File: src/rtl/cpu_defs_pkg.sv
// Constants and types shared by decode, write-back and the register file.
package cpu_defs_pkg;

  localparam int unsigned REG_ADDR_W = 5;
  localparam int unsigned REG_DATA_W = 32;
  localparam logic [REG_ADDR_W-1:0] ZERO_REG_ADDR = 5'd0;

  typedef enum logic [0:0] {
    RF_CLEAR,
    RF_RUN
  } rf_state_e;

endpackage

File: src/rtl/regfile_2r1w.sv
// Two combinational read ports, one synchronous write port, r0 optionally hard-wired to zero.
// A clear sweep after reset zeroes one entry per cycle, so storage needs no reset.
module regfile_2r1w
  import cpu_defs_pkg::*;
#(
  parameter int unsigned DATA_W  = REG_DATA_W,
  parameter int unsigned ADDR_W  = REG_ADDR_W,
  parameter int unsigned NREG    = 32,
  parameter int unsigned ZERO_R0 = 1
) (
  input  logic              clk,
  input  logic              rst,
  input  logic              we,
  input  logic [ADDR_W-1:0] waddr,
  input  logic [DATA_W-1:0] wdata,
  input  logic              re1,
  input  logic [ADDR_W-1:0] raddr1,
  output logic [DATA_W-1:0] rdata1,
  input  logic              re2,
  input  logic [ADDR_W-1:0] raddr2,
  output logic [DATA_W-1:0] rdata2,
  output logic              init_busy
);

  localparam logic [ADDR_W-1:0] ZeroAddr = ADDR_W'(ZERO_REG_ADDR);
  localparam logic [ADDR_W-1:0] LastPtr  = ADDR_W'(NREG - 1);

  logic [DATA_W-1:0] mem [NREG];

  rf_state_e         state_q;
  logic [ADDR_W-1:0] clr_ptr_q;

  logic              mem_we;
  logic [ADDR_W-1:0] mem_waddr;
  logic [DATA_W-1:0] mem_wdata;

  // Pointer holds at the last entry, so it never wraps.
  always_ff @(posedge clk) begin
    if (rst) begin
      state_q   <= RF_CLEAR;
      clr_ptr_q <= '0;
    end else if (state_q == RF_CLEAR) begin
      if (clr_ptr_q == LastPtr) begin
        state_q <= RF_RUN;
      end else begin
        clr_ptr_q <= clr_ptr_q + 1'b1;
      end
    end
  end

  assign init_busy = rst | (state_q == RF_CLEAR);

  // Single write port into storage: clear sweep wins over write-back.
  always_comb begin
    mem_we    = 1'b0;
    mem_waddr = waddr;
    mem_wdata = wdata;
    if (!rst) begin
      if (state_q == RF_CLEAR) begin
        mem_we    = 1'b1;
        mem_waddr = clr_ptr_q;
        mem_wdata = '0;
      end else if (we && (ZERO_R0 == 0 || waddr != ZeroAddr)) begin
        mem_we = 1'b1;
      end
    end
  end

  always_ff @(posedge clk) begin
    if (mem_we) begin
      mem[mem_waddr] <= mem_wdata;
    end
  end

  // init_busy low implies RUN and rst low, so the bypass needs no extra state qualifier.
  function automatic logic [DATA_W-1:0] read_mux(input logic              ren,
                                                 input logic [ADDR_W-1:0] raddr);
    logic [DATA_W-1:0] res;
    if (init_busy) begin
      res = '0;
    end else if (!ren) begin
      res = '0;
    end else if (ZERO_R0 != 0 && raddr == ZeroAddr) begin
      res = '0;
    end else if (we && waddr == raddr) begin
      res = wdata;
    end else begin
      res = mem[raddr];
    end
    return res;
  endfunction

  always_comb begin
    rdata1 = read_mux(re1, raddr1);
  end

  always_comb begin
    rdata2 = read_mux(re2, raddr2);
  end

endmodule
File: config.mk
export PLATFORM = sky130hd
export DESIGN_NAME = regfile_2r1w
export DESIGN_NICKNAME = d
export VERILOG_FILES = /design/src/rtl/cpu_defs_pkg.sv /design/src/rtl/regfile_2r1w.sv
export SDC_FILE = /design/constraint.sdc
export NUM_CORES = 1
export LEC_CHECK = 0
export CELL_PAD_IN_SITES_DETAIL_PLACEMENT = 1
export CELL_PAD_IN_SITES_GLOBAL_PLACEMENT = 2
export CORE_MARGIN = 2
export CORE_UTILIZATION = 43
export DETAILED_ROUTE_END_ITERATION = 7
export GPL_TIMING_DRIVEN = 1
export PLACE_DENSITY_LB_ADDON = 0.1
export RECOVER_POWER = 50
export SYNTH_ARGS = -nofsm -noshare
export SYNTH_HDL_FRONTEND = slang
export SYNTH_SLANG_ARGS = --single-unit
File: constraint.sdc
create_clock -name clk -period 3.6 [get_ports clk]
set_clock_uncertainty 0.2 [all_clocks]
set_input_delay 0.72 -clock clk [delete_from_list [all_inputs] [get_ports clk]]
set_output_delay 0.72 -clock clk [all_outputs]
set_load 0.03 [all_outputs]
==> reports/results.tsv, run 1 <==
metric	value	unit
Syn. warnings	0	
Final #Nets	3402	
failing checks	negative setup slack	
number of buffers and inverters on the critical path	6	
H-tree levels	3	
pin count of the biggest net entering global routing	48	
number of vias per cell	6.564	
PD cells	447.1	nW/um2
met1 usage	42.97	%
adder-cell share of the synthesized area	0.05050	%
met2 usage	51.68	%
Leak	21.88	nW
GRT Max-Usage Layer	met2	
Hold Slack	0.3590	ns
initial antenna violation count	2	
status	finished with violations	
area occupied by multi-input gates	18370	um2
post-route clock period utilization	101.7	%
Slew @ Worst Pin	1.266	ns
overflow left after global routing	0	
vias post-DR	32540	
Port Buf Inserts	116	
filler instances	10120	
clock sinks	1030	
ys flop type	edfxtp_1	
routability cong.	0.8643	
Die H	343.5	um
synthesized area	49550	um2
Critical Path AT	2.74	ns
crit start category	input pin	
Layout area overhead	26.96	%
Placeable Area	114300	um2
Post-Synth Simple-Gate Area	2.997	%
num rows	124	
top-level I/O count	117	
die area	118000	um2
worst path required time	2.68	ns
Final Hold Fails	0	
Post-Route Utilization	55.02	%
largest family of logic cells by synthesized area	multiplexers	
Synth Area in Compound Gates	6.851	%
worst vdd ir	0.0004691	V
Cell Count, Final, Fillers Out	4957	
setup TNS	-0.4528	ns
Post-Syn Nets	2888	
WL per Instance	38.04	um
first-pass GRT wire length	262200	um
Pre-Repair DR Iteration Count	7	
unrepaired setup endpoints after global routing	true	
Reg-to-Reg Start	state_q	
crit path from	raddr1[0]	
pre-CTS setup slack	-0.7551	ns
layout cells sized above 1	37.66	%
Routed Antenna Nets	0	
CTS tree	yes	
maximum buffer depth of the clock tree	3	
number of global-route vias before repair	34390	
f_max	0.2731	GHz
setup violators final	22	
Worst-Skew Late Latency	0.71	ns
Max stage delay on crit path	0.49	ns
Cells after DPL	4658	
Final HPWL DP	115700	um
post-synthesis xor/xnor area fraction	0.2298	%
DRC	0	
Post-Synthesis Cells	2834	
Top delay family on crit path	buffers and inverters	
Crit. End Element	output port	
worst hold start	clr_ptr_q[4]	
CP dominant cell by count	buf_12	
EDFF count, synth	1024	
total CTS buffers	115	
GRT Resource Usage Total	31.81	%
root buffer cell	clkbuf_16	
Crit Path Max Fanout	8	
Slowest-stage cell, CP	mux4_2	
synthesized area per cell	17.48	um2
worst-path cell chain	buf_16 -> buf_16 -> buf_12 -> buf_12 -> mux4_2 -> mux2i_1 -> a211oi_1 -> buf_4 -> o221a_2 -> buf_12	
Netlist cell types	50	
cts hold-fix bufs	0	
Tot Pwr	28.13	mW
placed cell area	56970	um2
total of max-cap violations	0	
CTS clk-pin slew, worst paths	0.05	ns
post-synthesis sequential area ratio	62.30	%
WS Path Type	input pin to output port	
final wirelength	188600	um
Slew Limit Headroom	15.61	%
Hold Path Class	register to register	
Initial DRC Count	3531	
met3 Use GR	4.824	%
register area	30870	um2
Die W	343.5	um
synthesized flop and latch total	1030	
final worst slack	-0.06203	ns
post-synthesis mux area share	24.48	%
final slew viol count	0	
post-layout min period	3.662	ns
Finished Cell Area	62910	um2
share of flip-flops with an asynchronous set or reset	0	%
Starting Density	43.33	%
[cells by family (layout without fill, tap and decap cells)]
kind of cell | after synthesis | in the layout
buffers and inverters | 242 | 852
DFF | 1030 | 1030
muxes | 810 | 810
and+or+nand+nor | 284 | 284
other | 0 | 1
adders and majority gates | 2 | 2
AOI/OAI and AO/OA | 453 | 453
xor gates and xnor gates | 13 | 13
[tightest hold or removal path, delay by kind of cell, from the launching register on]
family	cells	cell delay, ns
flip-flops	1	0.35
AO/OA/AOI/OAI	2	0.16
[state kept, by name, indices dropped and copies added, names as in the netlist]
register and flops:
clr_ptr_q 5, mem 1024, state_q 1
[what timing repair did]
| action | CTS | global route |
|---|---|---|
| endpoints found under the setup margin | 64 | 59 |
| setup buffers | 50 | 22 |
| pin swaps | 40 | 42 |
| gates resized for setup | 169 | 107 |
| gates cloned | 17 | 7 |
[placed cells by master (no fill, tap or decap), drive strengths merged, types with 4 or more instances in the layout]
| cell | netlist | layout |
|---|---|---|
| a211o | 9 | 9 |
| a211oi | 57 | 57 |
| a21oi | 10 | 10 |
| a22oi | 80 | 80 |
| a311oi | 6 | 6 |
| a41oi | 12 | 12 |
| and2 | 35 | 35 |
| buf | 143 | 553 |
| bufbuf | 0 | 5 |
| bufinv | 0 | 12 |
| clkbuf | 97 | 174 |
| clkdlybuf4s50 | 0 | 35 |
| clkinv | 0 | 60 |
| clkinvlp | 0 | 4 |
| dfxtp | 6 | 6 |
| edfxtp | 1024 | 1024 |
| inv | 2 | 5 |
| mux2 | 14 | 14 |
| mux2i | 476 | 476 |
| mux4 | 320 | 320 |
| nand2 | 56 | 56 |
| nand2b | 9 | 9 |
| nand3 | 5 | 5 |
| nor2 | 39 | 39 |
| nor2b | 68 | 68 |
| nor3 | 57 | 57 |
| o211ai | 20 | 20 |
| o21ai | 48 | 48 |
| o221a | 52 | 52 |
| o221ai | 39 | 39 |
| o22ai | 117 | 117 |
| or3 | 4 | 4 |
| xor2 | 10 | 10 |
[synthesized netlist by cell type, types with 3 or more instances]
library cell,n,area share (%)
edfxtp_1,1024,62
mux2i_1,476,9.6
mux4_2,320,15
o22ai_1,117,1.5
clkbuf_1,97,0.73
a22oi_1,80,1.2
nor2b_1,68,0.86
nor3_1,57,0.58
a211oi_1,56,0.85
buf_2,56,0.57
nand2_1,56,0.42
o21ai_0,48,0.48
buf_6,41,0.93
nor2_1,39,0.30
o221ai_1,39,0.69
and2_1,34,0.43
o221a_2,30,0.68
buf_4,29,0.44
o221a_1,22,0.50
o211ai_1,20,0.30
mux2_2,14,0.32
a41oi_1,12,0.21
a21oi_1,10,0.10
xor2_1,10,0.18
a211o_1,9,0.16
nand2b_1,9,0.11
buf_1,8,0.061
buf_12,7,0.28
a311oi_1,6,0.11
dfxtp_1,6,0.24
nand3_1,4,0.040
or3_1,4,0.050
xnor2_1,3,0.053
[routing by layer]
layer	wire (um)	vias to the layer above	part of all wire, %
li1	-	13050	-
met2	90090	1560	48
met1	76240	17540	40
met3	13500	390	7.2
met5	0	-	0
met4	8717	0	4.6
[area by class of cell]
class	instances	area share, %
Multi-Input combinational cell	1562	29.20
Timing Repair Buffer	637	12.84
Antenna cell	1	0.003978
Sequential cell	1030	49.07
Clock inverter	79	1.104
Inverter	2	0.01193
Tap cell	1512	3.007
Clock buffer	134	4.755
[power breakdown]
| group | switching, mW | total (mW) | internal, mW |
|---|---|---|---|
| clock network | 4.92 | 11.7 | 6.76 |
| registers | 0.0489 | 13.4 | 13.3 |
| logic | 1.72 | 3.08 | 1.36 |
[final timing paths]
check / to / slack [ns] / cells past startpoint
max: rdata1[22] / -0.06 / 10
min: clr_ptr_q[4] / 0.36 / 2
max reg2reg: mem[10][10] / 0.38 / 5
min reg2reg: clr_ptr_q[4] / 0.36 / 2
(Power assumes the default switching activity.)
==> inputs of run 2 (changes only) <==
CAP_MARGIN = 0   (was not set)
==> results of run 2 <==
The final DEF is identical to that of run 1; final timing and power are the same.
